<file path="config.mk">
export PLATFORM = sky130hd
export DESIGN_NAME = fetch_unit
export DESIGN_NICKNAME = d
export VERILOG_FILES = /design/src/rtl/fetch_unit.sv
export SDC_FILE = /design/constraint.sdc
export NUM_CORES = 1
export LEC_CHECK = 0
export CELL_PAD_IN_SITES_DETAIL_PLACEMENT = 0
export CELL_PAD_IN_SITES_GLOBAL_PLACEMENT = 1
export CORE_ASPECT_RATIO = 1.5
export CORE_MARGIN = 3
export CORE_UTILIZATION = 39
export DETAILED_ROUTE_END_ITERATION = 7
export GPL_TIMING_DRIVEN = 0
export PLACE_DENSITY_LB_ADDON = 0.3
export SLEW_MARGIN = 30
export SYNTH_ARGS = -nofsm -noshare
export SYNTH_HDL_FRONTEND = slang
export SYNTH_SLANG_ARGS = --single-unit
export TNS_END_PERCENT = 50
</file>
<file path="constraint.sdc">
create_clock -name clk -period 10.45 [get_ports clk]
set_input_delay 2.09 -clock clk [delete_from_list [all_inputs] [get_ports clk]]
set_output_delay 2.09 -clock clk [all_outputs]
set_load 0.05 [all_outputs]
</file>
<file path="src/rtl/fetch_unit.sv">
// fetch_unit: single-stage instruction fetch feeding the D stage.
// It holds a fetch PC (PCF), a D-stage register set (InstrD/PCD/PC8D/ValidD),
// a one-entry skid buffer for a word that arrives while D is stalled, and
// redirect handling for branches and jumps resolved in D.
//
// Build option: define FETCH_DELAY_SLOT_EN to give redirects one architectural
// delay slot. The word at PCD+4 then still executes, and only later words are
// discarded. When the macro is undefined, every word younger than the
// redirecting instruction is discarded.
//
// Memory handshake: imem_req is held high with a stable imem_addr until
// imem_ack pulses for one cycle. imem_rdata is valid in that ack cycle only.
// An ack is honoured only while imem_req is high. At most one request is in
// flight at a time. A request can never be cancelled, so a redirected fetch
// waits for the outstanding ack, discards that word, and issues the target
// address on the following cycle.
module fetch_unit #(
  parameter logic [31:0] RESET_PC = 32'h0000_3000
) (
  input  logic        clk,
  input  logic        rst_n,
  input  logic [1:0]  PCControl,
  input  logic [15:0] ImmD,
  input  logic [25:0] IndexD,
  input  logic [31:0] RegJrD,
  input  logic        StallD,
  output logic        imem_req,
  output logic [31:0] imem_addr,
  input  logic        imem_ack,
  input  logic [31:0] imem_rdata,
  output logic [31:0] InstrD,
  output logic [31:0] PCD,
  output logic [31:0] PC8D,
  output logic        ValidD,
  output logic        dbg_state
);

  typedef enum logic {
    S_FETCH = 1'b0,
    S_HOLD  = 1'b1
  } state_e;

  // State registers. The skid buffer is occupied exactly while in S_HOLD.
  state_e      state_q, state_d;
  logic [31:0] pcf_q, pcf_d;
  logic        req_q, req_d;
  logic [31:0] instr_q, instr_d;
  logic [31:0] pcd_q, pcd_d;
  logic [31:0] pc8d_q, pc8d_d;
  logic        valid_q, valid_d;
  logic [31:0] buf_instr_q, buf_instr_d;
  logic [31:0] buf_pc_q, buf_pc_d;
  logic        kill_q, kill_d;
  logic [31:0] tgt_q, tgt_d;
`ifdef FETCH_DELAY_SLOT_EN
  logic        ds_pend_q, ds_pend_d;
`endif

  logic        consume;
  logic        redirect;
  logic        ack_ok;
  logic        d_free;
  logic [31:0] pc_plus4;
  logic [31:0] br_off;
  logic [31:0] target;

  assign consume  = valid_q && !StallD;
  assign redirect = consume && (PCControl != 2'd0);
  assign ack_ok   = req_q && imem_ack;
  assign d_free   = !valid_q || consume;
  assign pc_plus4 = pcd_q + 32'd4;
  assign br_off   = {{14{ImmD[15]}}, ImmD, 2'b00};

  // Redirect target of the instruction in D. It is used only on a consume.
  always_comb begin
    target = pc_plus4;
    case (PCControl)
      2'd1:    target = pc_plus4 + br_off;
      2'd2:    target = RegJrD;
      2'd3:    target = {pc_plus4[31:28], IndexD, 2'b00};
      default: target = pc_plus4;
    endcase
  end

  // Next-state logic for the fetch FSM, the D stage, the buffer and the kill tracking.
  always_comb begin
    state_d     = state_q;
    pcf_d       = pcf_q;
    req_d       = req_q;
    instr_d     = instr_q;
    pcd_d       = pcd_q;
    pc8d_d      = pc8d_q;
    valid_d     = valid_q;
    buf_instr_d = buf_instr_q;
    buf_pc_d    = buf_pc_q;
    kill_d      = kill_q;
    tgt_d       = tgt_q;
`ifdef FETCH_DELAY_SLOT_EN
    ds_pend_d   = ds_pend_q;
`endif
    case (state_q)
      S_FETCH: begin
        if (!req_q) begin
          // First cycle out of reset: start fetching. D is empty here.
          req_d = 1'b1;
        end else if (kill_q) begin
          // A killed request is still outstanding. Drop its data and switch to the target.
          if (ack_ok) begin
            kill_d = 1'b0;
            pcf_d  = tgt_q;
          end
`ifdef FETCH_DELAY_SLOT_EN
        end else if (ds_pend_q) begin
          // The outstanding word is the delay slot. Keep it, then go to the target.
          if (ack_ok) begin
            instr_d   = imem_rdata;
            pcd_d     = pcf_q;
            pc8d_d    = pcf_q + 32'd8;
            valid_d   = 1'b1;
            pcf_d     = tgt_q;
            ds_pend_d = 1'b0;
          end
`endif
        end else if (ack_ok) begin
          if (d_free) begin
            if (redirect) begin
`ifdef FETCH_DELAY_SLOT_EN
              instr_d = imem_rdata;
              pcd_d   = pcf_q;
              pc8d_d  = pcf_q + 32'd8;
              valid_d = 1'b1;
`else
              valid_d = 1'b0;
`endif
              pcf_d = target;
            end else begin
              instr_d = imem_rdata;
              pcd_d   = pcf_q;
              pc8d_d  = pcf_q + 32'd8;
              valid_d = 1'b1;
              pcf_d   = pcf_q + 32'd4;
            end
          end else begin
            // D is stalled. Park the word and stop requesting.
            buf_instr_d = imem_rdata;
            buf_pc_d    = pcf_q;
            pcf_d       = pcf_q + 32'd4;
            state_d     = S_HOLD;
            req_d       = 1'b0;
          end
        end else begin
          // The request is still in flight. A consume leaves a bubble in D.
          if (consume) begin
            valid_d = 1'b0;
          end
          if (redirect) begin
            tgt_d = target;
`ifdef FETCH_DELAY_SLOT_EN
            ds_pend_d = 1'b1;
`else
            kill_d = 1'b1;
`endif
          end
        end
      end
      S_HOLD: begin
        if (consume) begin
          state_d = S_FETCH;
          req_d   = 1'b1;
          if (redirect) begin
            pcf_d = target;
`ifdef FETCH_DELAY_SLOT_EN
            instr_d = buf_instr_q;
            pcd_d   = buf_pc_q;
            pc8d_d  = buf_pc_q + 32'd8;
            valid_d = 1'b1;
`else
            valid_d = 1'b0;
`endif
          end else begin
            instr_d = buf_instr_q;
            pcd_d   = buf_pc_q;
            pc8d_d  = buf_pc_q + 32'd8;
            valid_d = 1'b1;
          end
        end
      end
      default: begin
        state_d = S_FETCH;
      end
    endcase
  end

  // Register all state. Reset abandons any outstanding request.
  always_ff @(posedge clk or negedge rst_n) begin
    if (!rst_n) begin
      state_q     <= S_FETCH;
      pcf_q       <= RESET_PC;
      req_q       <= 1'b0;
      instr_q     <= 32'd0;
      pcd_q       <= 32'd0;
      pc8d_q      <= 32'd0;
      valid_q     <= 1'b0;
      buf_instr_q <= 32'd0;
      buf_pc_q    <= 32'd0;
      kill_q      <= 1'b0;
      tgt_q       <= 32'd0;
`ifdef FETCH_DELAY_SLOT_EN
      ds_pend_q   <= 1'b0;
`endif
    end else begin
      state_q     <= state_d;
      pcf_q       <= pcf_d;
      req_q       <= req_d;
      instr_q     <= instr_d;
      pcd_q       <= pcd_d;
      pc8d_q      <= pc8d_d;
      valid_q     <= valid_d;
      buf_instr_q <= buf_instr_d;
      buf_pc_q    <= buf_pc_d;
      kill_q      <= kill_d;
      tgt_q       <= tgt_d;
`ifdef FETCH_DELAY_SLOT_EN
      ds_pend_q   <= ds_pend_d;
`endif
    end
  end

  assign imem_req  = req_q;
  assign imem_addr = pcf_q;
  assign InstrD    = instr_q;
  assign PCD       = pcd_q;
  assign PC8D      = pc8d_q;
  assign ValidD    = valid_q;
  assign dbg_state = state_q;

endmodule

</file>
== Word-level counts from Yosys, hierarchy flattened ==
Cells that the tools add are included.

* Add/sub/neg operators: 5
* $mul: 0
* Div/mod/pow operators: 0
* $lt $le $gt $ge: 0
* Eq/ne operators: 13
* Shifts and indexed selects: 0
* Multiplexer cells: 58
* Bitwise operators: 4
* Reduce and logical (&&, ||, !) cells: 13

{| class="wikitable"
|+ Operator list
! operator !! number
|-
| 32-bit 2-to-1 mux || 29
|-
| 32-bit case mux with 2 select lines || 4
|-
| 32-bit case mux with 3 select lines || 1
|-
| 32-bit by 3-bit adder with 32-bit output, second input constant || 2
|-
| 32-bit by 4-bit adder with 32-bit output, second input constant || 2
|-
| 32-bit adder || 1
|-
| 1-bit 2-to-1 mux || 21
|-
| 5-bit AND reduction || 3
|-
| 2-bit inequality test, second input constant || 6
|-
| 7-bit AND reduction || 1
|-
| 3-bit inequality test, second input constant || 2
|-
| 1-bit case mux with 2 select lines || 3
|-
| 2-bit == test, second input constant || 2
|-
| 2-bit by 1-bit inequality test with 1-bit output, second input constant || 2
|-
| 1-bit NOT || 4
|-
| 4-bit AND reduction || 1
|-
| 1-bit logical AND || 3
|-
| 2-bit by 1-bit == test with 1-bit output, second input constant || 1
|-
| 1-bit logical NOT || 2
|-
| 2-bit AND reduction || 1
|-
| 2-bit nonzero test || 1
|-
| 1-bit logical OR || 1
|}

* Bits in registers: 228
* Latch bits: 0
* Bits in writable memories: 0
* Memory bits (read-only): 0
* Input bits: 112
* Output and inout bits: 131
* Logic and storage cells: 104
* Memories kept: 0

== Logic depth before layout (Yosys ltp) ==
Gate-level depths: netlist of the first run.

* Depth after elaboration: 9
* Gate-level depth with buffers: 16

== Worst setup path after synthesis of the first run ==
OpenSTA, ideal clock, no wires.

* Kind: input port to flip-flop
* From: in ImmD[0]
* To: reg pcf_q[18], in the netlist imem_addr[18]
* Library setup time: 0.137 ns
* Data arrival time: 4.400 ns
* Required time: 10.313 ns
* Setup slack: 5.913 ns
* Cell stages on the path: 11
* Cells stage by stage: ha_1 > inv_1 > fa_1 > nand2b_1 > a21o_1 > a311o_1 > a31oi_1 > xor2_1 > mux4_2 > a222oi_1 > a21oi_1

* Word-level cells in the longest chain between the ends: 8
* Elaborated cells between the ends (all ways): 10
* Those cells by class: add/sub (1); mux (9)

{| class="wikitable"
|+ RTL lines
! element !! RTL line !! source
|-
| from (decl) || 23 || <nowiki>input logic [15:0] ImmD,</nowiki>
|-
| 32-bit adder (*) || 78 || <nowiki>2'd1: target = pc_plus4 + br_off;</nowiki>
|-
| 32-bit case mux with 3 select lines (*) || 77 || <nowiki>case (PCControl)</nowiki>
|-
| 32-bit 2-to-1 mux || 126 || <nowiki>if (redirect) begin</nowiki>
|-
| 32-bit 2-to-1 mux || 125 || <nowiki>if (d_free) begin</nowiki>
|-
| 32-bit 2-to-1 mux || 124 || <nowiki>end else if (ack_ok) begin</nowiki>
|-
| 32-bit 2-to-1 mux || 106 || <nowiki>end else if (kill_q) begin</nowiki>
|-
| 32-bit 2-to-1 mux || 103 || <nowiki>if (!req_q) begin</nowiki>
|-
| 32-bit case mux with 2 select lines (*) || 101 || <nowiki>case (state_q)</nowiki>
|-
| to (signal assigned) || 213 || <nowiki>pcf_q <= pcf_d;</nowiki>
|-
| to (decl) || 45 || <nowiki>logic [31:0] pcf_q, pcf_d;</nowiki>
|}

Mark *: on every way between the ends. The rest lies on a longest branch, timed or not. The select of a mux whose other input is x is not followed.
A chain may end at the register's enable or synchronous reset.

== Final worst setup path of the first run ==
* From: in PCControl[1]
* To: reg pcd_q[27], in the netlist PCD[27]

* Word-level cells in the longest chain between the ends: 4
* Elaborated cells between the ends (all ways): 5
* Those cells by class: eq/ne (2); reduce/logical (3)

{| class="wikitable"
|+ RTL lines
! element !! RTL line !! source
|-
| from (decl) || 22 || <nowiki>input logic [1:0] PCControl,</nowiki>
|-
| 2-bit nonzero test (*) || 68 || <nowiki>assign redirect = consume && (PCControl != 2'd0);</nowiki>
|-
| 1-bit logical AND (*) || 68 ||
|-
| 2-bit inequality test (no line) || n/a ||
|-
| 7-bit AND reduction (no line) (*) || n/a ||
|-
| to (signal assigned) || 216 || <nowiki>pcd_q <= pcd_d;</nowiki>
|-
| to (decl) || 48 || <nowiki>logic [31:0] pcd_q, pcd_d;</nowiki>
|}

Mark *: on every way between the ends. The rest lies on a longest branch, timed or not.

==> results of run 1 <==
[metal layers]
metal  up-vias  track usage  part of all wire
li1       5874            -                 -
met1      6162        0.304              0.39
met2       473        0.466              0.50
met3       128       0.0463             0.060
met4         0        0.122             0.051
met5         -            0                 0
[power groups by stage]
stage | clock network [mW] | logic [mW] | registers (mW)
floorplan | 0 | 1.77 | 2.41
global placement | 0 | 3.72 | 1.75
detailed placement | 0 | 3.76 | 1.76
CTS | 0.886 | 3.78 | 1.75
global route | 0.918 | 4.05 | 1.81
finish | 0.867 | 3.77 | 1.76
[cell families (layout without fill, tap and decap cells)]
kind of cell	Yosys count	in the layout	synth area share
buffers and inverters	112	397	0.0354
xor gates and xnor gates	100	100	0.0654
DFF	225	225	0.411
muxes	153	153	0.121
and+or+nand+nor	493	493	0.166
AOI/OAI and AO/OA	371	371	0.168
adders and majority gates	36	36	0.0334
[per-stage QoR]
stage               setup slack [ns]  hold WS (ns)
finish                          5.09         0.477
detailed placement              4.46         0.459
global route                    4.83         0.496
floorplan                       5.91         0.438
global placement               -2.53         0.454
CTS                             4.99         0.474
[flip-flops by register name (all words and copies together), names as in the netlist]
name and cells:
dbg_state 1, buf_instr_q 32, kill_q 1, PCD 32, imem_addr 32, InstrD 32, tgt_q 32, ValidD 1
buf_pc_q 32, PC8D 29, imem_req 1
[worst reg2reg max path, stage by stage (launching register included)]
cell      delay [ns]
dfrtp_1         0.55
ha_1            0.30
nand4_2         0.24
nor4_4          0.57
and2_2          0.31
nand3_1         0.11
xnor2_1         0.37
ha_1            0.36
and3_1          0.24
and3_1          0.23
and4_1          0.23
and3_1          0.17
a211oi_1        0.30
xnor2_1         0.11
a211oi_1        0.51
mux2_2          0.26
[cells in the final DEF (no fill, tap or decap), types with 9 or more instances in the layout]
cell / count
mux2i_1: 77
xor2_1: 49
nand2_1: 237
ha_1: 35
nand4_1: 17
nor3_1: 15
o22ai_1: 11
and2_1: 9
clkdlybuf4s50_1: 240
a21o_1: 11
nor2_1: 105
buf_2: 23
nand3_1: 34
xnor2_1: 49
a211oi_1: 12
a21oi_1: 69
nand2b_1: 11
and3_1: 13
a22oi_1: 12
dfrtp_1: 223
and4_1: 9
clkbuf_1: 59
inv_1: 22
a221oi_1: 11
o21ai_0: 145
clkbuf_16: 23
mux2_2: 73
nor2b_1: 10
o211ai_1: 15
a31oi_1: 18
[area by class of cell]
type                    count  area share
plain buffers              89      0.0227
clock buffers              37      0.0403
clock inverters             5     0.00449
inverters                  23     0.00492
multi-input cells        1153       0.433
flip-flops and latches    225       0.321
well taps                 467      0.0333
repair buffers            243       0.141
[path summary, 6_finish.rpt]
| kind | cells past startpoint | from | slack (ns) | end |
|---|---|---|---|---|
| setup / recovery | 10 | PCControl[1] | 5.09 | PCD[27]$_DFFE_PN0P_ |
| hold / removal | 2 | tgt_q[4]$_DFFE_PN0P_ | 0.48 | tgt_q[4]$_DFFE_PN0P_ |
| setup reg to reg | 15 | PCD[2]$_DFFE_PN0P_ | 5.52 | tgt_q[30]$_DFFE_PN0P_ |
| hold reg to reg | 2 | tgt_q[4]$_DFFE_PN0P_ | 0.48 | tgt_q[4]$_DFFE_PN0P_ |
| max in group asynchronous | 3 | rst_n | 7.70 | buf_instr_q[0]$_DFFE_PN0P_ |
| min in group asynchronous | 1 | rst_n | 1.54 | tgt_q[6]$_DFFE_PN0P_ |
==> summary.md, run 1 <==
| Metric | Value |
|---|---|
| Total setup buffers inserted after CTS | `0` |
| Crit-path slowest cell | `clkbuf_1` |
| Post-synth net total | `1638` |
| Worst Path Required | `10.89 ns` |
| Largest stage delay, worst path | `0.67 ns` |
| Hold buffer count at cts | `0` |
| Hold Fails Final Rpt | `0` |
| Post-layout minimum cycle time | `5.36 ns` |
| Outcome | `finished, final reports clean` |
| Cell count after synthesis | `1490` |
| CTS resizes | `0` |
| Setup TNS | `0 ns` |
| Reg area | `5630 um2` |
| Port Buffers | `241` |
| CP bufs+invs | `5` |
| CTS Buffer Depth | `3` |
| Switching share of power | `0.505` |
| DRC | `0` |
| Clock latency on the worst-skew pair | `0.53 ns` |
| Final Setup Violations | `0` |
| First-pass GRT wire length | `77100 um` |
| RSZ-0062 raised after global routing | `false` |
| CTS tree | `built` |
| Cell Rows | `83` |
| Gr usage total | `0.262` |
| Multi-input logic area | `7600 um2` |
| DIE WIDTH | `159 um` |
| Post-synth ARST share | `1.00` |
| Clock transition at path regs | `0.06 ns` |
| Worst path arrival time | `5.80 ns` |
| H-tree Lvls | `1` |
| Register bit total from synthesis | `225` |
| Leak | `7.37 nW` |
| Setup Crit Path Kind | `in2reg` |
| Worst clock skew | `0.0180 ns` |
| DRT antenna net count | `0` |
| Max Cap Violations | `0` |
| Largest net degree at the start of global routing | `85` |
| Initial antenna violation count | `0` |
| Peak supply drop | `0.214 mV` |
| Final cell count without fillers | `2242` |
| Final period util | `0.513` |
| Total power per unit cell area | `364 nW/um2` |
| Total Power Consumption | `6.40 mW` |
| Vias post-DR | `12600` |
| IO Count | `243` |
| P_int | `3.17 mW` |
| Syn Area/Cell | `9.21 um2` |
| Clock root buffer | `clkbuf_16` |
| Combinational share of power | `0.589` |
| Top_reg_cell synth | `dfrtp_1` |
| Clk network pwr share | `0.136` |
| Netlist Area Pre-Place | `13700 um2` |
| Flop pwr share | `0.275` |
| Final Max Slew Viols | `0` |
| Final HPWL DP | `39300 um` |
| TritonCTS Sinks | `225` |
| CP top delay family | `buffers and inverters` |
| Switch Pwr | `3.23 mW` |
| Crit Path Max Fanout | `10` |
| Dominant cells by area after synthesis | `dfrtp_1 (41%), nand2_1 (6.5%), mux2_2 (6.0%)` |
| Commonest cells post-synth | `nand2_1 (237), dfrtp_1 (223), o21ai_0 (145)` |
| Hold Path Class | `reg2reg` |
| Synthesis Warnings | `0` |
| Final wirelength | `50600 um` |
| CP endpoint kind | `flip-flop` |
| Worst-path cell chain | `clkdlybuf4s50_1 -> clkinv_1 -> nand2_1 -> o21ai_0 -> nand2_1 -> clkbuf_1 -> clkbuf_1 -> clkbuf_1 -> nand2_1 -> o21ai_0` |
| Slew at the pin with the worst max-slew slack | `0.947 ns` |
| Global route overflow | `0` |
| Vias per cell | `5.64` |
| Fmax | `187 MHz` |
| Routed WL per cell | `22.6 um` |
| Vias in the first global route | `13100` |
| ANT cells | `0` |
| RD Place Congestion | `0.937` |
| Max_slew headroom | `0.368` |
| Core ar. | `34500 um2` |
| Area after DPL | `16800 um2` |
| 1st-iter DRT viols | `889` |
| Area Growth Syn to Fin | `28.0%` |
| Fillers | `3414` |
| EDFF count, synth | `0` |
| Die H | `236 um` |
| Post-layout util | `0.509` |
| Die ar. | `37500 um2` |
| Synth area leader | `dfrtp_1` |
| Placed cell count | `2200` |
| Crit path launch type | `input port` |
| TritonCTS Buffers | `23` |
| Nets | `1906` |
| Design area | `17600 um2` |
| Distinct cells, synth | `85` |
| Count leader, synth | `nand2_1` |
| Drt pass-1 iters | `7` |
| Top-area cell type share of the netlist area | `0.407` |
| Sequential-to-total area share from yosys stat | `0.411` |
| Initial Utilization | `0.398` |
| Share of layout cells above drive strength 1 | `0.0963` |
Power figures use the tool's default switching activity.
==> run 2: changes to the inputs <==
Clock period 10.45 ns to 5.2 ns, I/O delays scaled along.
==> results of run 2 <==
The final DEF is identical to that of run 1. Status: finished, final reports clean.
Among the figures that moved: setup slack after placement 4.46 ns -> 0.258 ns; setup slack after layout 5.09 ns -> 0.274 ns; start point of the critical path PCControl[1] -> PCD[2]$_DFFE_PN0P_; end point of the critical path PCD[27]$_DFFE_PN0P_ -> tgt_q[30]$_DFFE_PN0P_; register-to-register setup slack 5.52 ns -> 0.27 ns; total power 6.40 mW -> 12.9 mW; worst IR drop on VDD 0.214 mV -> 0.430 mV
==> run 3: changes to the inputs <==
Settings changed: SETUP_SLACK_MARGIN from default to 0.05.
==> results of run 3 <==
The final DEF is identical to that of run 1. Status: finished, final reports clean.
Among the figures that moved: setup slack after placement 4.46 ns -> 0.258 ns; setup slack after layout 5.09 ns -> 0.274 ns; start point of the critical path PCControl[1] -> PCD[2]$_DFFE_PN0P_; end point of the critical path PCD[27]$_DFFE_PN0P_ -> tgt_q[30]$_DFFE_PN0P_; register-to-register setup slack 5.52 ns -> 0.27 ns; total power 6.40 mW -> 12.9 mW; worst IR drop on VDD 0.214 mV -> 0.430 mV
==> edit, RTL diff (config.mk and constraints of run 2) <==
Build with the macro `FETCH_DELAY_SLOT_EN` defined.
--- a/src/rtl/fetch_unit.sv
+++ b/src/rtl/fetch_unit.sv
@@ -15,4 +15,6 @@
 // waits for the outstanding ack, discards that word, and issues the target
 // address on the following cycle.
+`define FETCH_DELAY_SLOT_EN
+
 module fetch_unit #(
   parameter logic [31:0] RESET_PC = 32'h0000_3000
Check against the original RTL: not settled (the Yosys comparison gave no result); the edit may change what the design does.
==> edit against run 2 <==
- via count up 4.2%
- synthesized area up 1.6%
- first-iteration DRC count up 7.1%
- sequential cell count up 1
- design area up 1.5%
- setup slack better by 250 ps
- synthesized cell count up 3.8%
- routed wire length up 9.4%
- total power up 5.0%
==> edit: results (changes against run 2) <==
stage,metric,value,unit,change
status,status,"complete, no violations",,unchanged
routing,Initial DRT Pass Iterations,5,,was 7
global_routing,met3 Track Usage GR,4.88,%,was 4.63%
setup_path,FF-to-FF Start,PCD[5],,was PCD[2]
setup_path,"delay-heaviest family, CP",compound AO/OA/AOI/OAI gates,,was simple AND/OR/NAND/NOR gates
synthesis,Netlist cell types,72,,was 85
setup_path,CP Max Fanout,6,,was 7
pwr,worst vdd ir,0.461,mV,was 0.430 mV
setup_path,"Max stage delay cell, worst path",dfrtp_1,,was nor4_4
routing,Starting DRT DRC Count,952,,was 889
setup_path,crit-path max cell delay,540,ps,was 570 ps
setup_path,register-to-register setup slack,530,ps,was 270 ps
place,hpwl dp,43200,um,was 39300 um
hold_path,Hold Crit Class,primary input to async pin,,was flop to flop
pwr,NetSw,7.00,mW,was 6.49 mW
routing,vias,13162,,was 12637
synthesis,Syn Nets,1696,,was 1638
routing,total wire length,55300,um,was 50600 um
place,Placer Congestion,0.998,,was 0.937
place,Placed Cells,2263,,was 2200
timing,Worst-Margin Slew,966,ps,was 947 ps
setup_path,worst reg2reg endpoint,imem_addr[15],,was tgt_q[30]
global_routing,first-pass GRT wire length,82400,um,was 77100 um
global_routing,met2 Use GR,49.6,%,was 46.6%
finish,Final nets,1966,,was 1906
global_routing,All-Layer GR Usage,28.4,%,was 26.2%
finish,share of layout cells above drive strength 1,9.00,%,was 9.63%
timing,Clock Skew,9.26,ps,was 18.0 ps
place,Placed Area,17000,um^2,was 16800 um^2
timing,Fin Hold WS,373,ps,was 477 ps
routing,DR WL/cell,24.0,um,was 22.6 um
synthesis,sequential fraction of the synthesis area,40.6,%,was 41.1%
setup_path,Worst EP arrival,5090,ps,was 5390 ps
pwr,leakage,7.40,nW,was 7.37 nW
setup_path,R2R cell count,16,,was 15
finish,diodes inserted,0,,unchanged
global_routing,initial antenna violation count,1,,was 0
global_routing,largest net degree at the start of global routing,77,,was 85
clocking,Clock Latency Late Sink,530,ps,about the same
clocking,setup bufs post-CTS,0,,unchanged
synthesis,synth cell count leaders,"nand2_1 (266), dfrtp_1 (224), o21ai_0 (150)",,"was nand2_1 (237), dfrtp_1 (223), o21ai_0 (145)"
synthesis,main area contributors after synthesis,"dfrtp_1 (40%), nand2_1 (7.2%), mux2_2 (5.9%)",,"was dfrtp_1 (41%), nand2_1 (6.5%), mux2_2 (6.0%)"
synthesis,"Avg Cell Area, Syn",9.01,um^2,was 9.21 um^2
synthesis,top_reg_cell synth,dfrtp_1,,unchanged
edit: kinds of logic (layout without fill, tap and decap cells):
logic type	Yosys count	after routing	share of synthesized area, %
simple gates	522	522	16.6
buf+inv	125	413	3.57
mux	162	162	13.3
flops	226	226	40.6
fa+ha+maj	38	38	3.47
xor+xnor	88	88	5.53
compound gates	385	385	16.9
edit: how the worst max path moves through the flow:
stage                       start  depth (start not counted)             end  slack [ps]
after floorplan            PCD[4]                         19       tgt_q[31]        1310
after global placement      rst_n                          1  buf_instr_q[4]       -6790
after detailed placement  ImmD[0]                         15   imem_addr[22]         450
after CTS                  PCD[2]                         14   imem_addr[22]         560
after global routing       PCD[5]                         16   imem_addr[28]         280
final                      PCD[5]                         16   imem_addr[15]         530
edit: area by class of cell:
type / instances / area, um^2
plain buffers: 100 / 405
clock buffers: 33 / 686
clock inverters: 11 / 119
fillers: 3425 / 17300
inverters: 25 / 93.8
multi-input cells: 1195 / 7770
flip-flops and latches: 226 / 5660
well taps: 473 / 592
repair buffers: 244 / 2500
edit: power by group through the flow:
stage          Sequential, mW  Combinational [mW]  Clock, mW
6_report                 3.48                8.25       1.77
5_1_grt                  3.56                8.82       1.87
4_1_cts                  3.46                8.25       1.80
3_5_place_dp             3.48                8.22          0
3_3_place_gp             3.45                8.14          0
2_1_floorplan            4.81                3.85          0
edit: metrics by stage:
step | total power, mW | setup TNS [ps] | setup WS (ps)
after floorplan | 8.66 | 0 | 1310
after global placement | 11.6 | -1518110 | -6790
after detailed placement | 11.7 | 0 | 454
after CTS | 13.5 | 0 | 562
after global routing | 14.3 | 0 | 276
final | 13.5 | 0 | 526
edit: per-layer routing:
metal	vias to the layer above	share of wire (%)
met3	115	6.7
met5	-	0
li1	6032	-
met4	0	6.1
met1	6473	38
met2	542	49
edit: worst reg2reg max path, stage by stage (launching register included):
cell and delay, ps:
dfrtp_1 540, nand3_1 300, nor3_1 410, nand2_1 120, xnor2_1 390, ha_1 390, and4_4 210, a21o_1 170
a211o_1 320, a21o_1 200, a21oi_1 250, o21bai_1 90, a21oi_1 180, xnor2_1 100, o221ai_1 540, o21ai_1 150
a22o_1 200
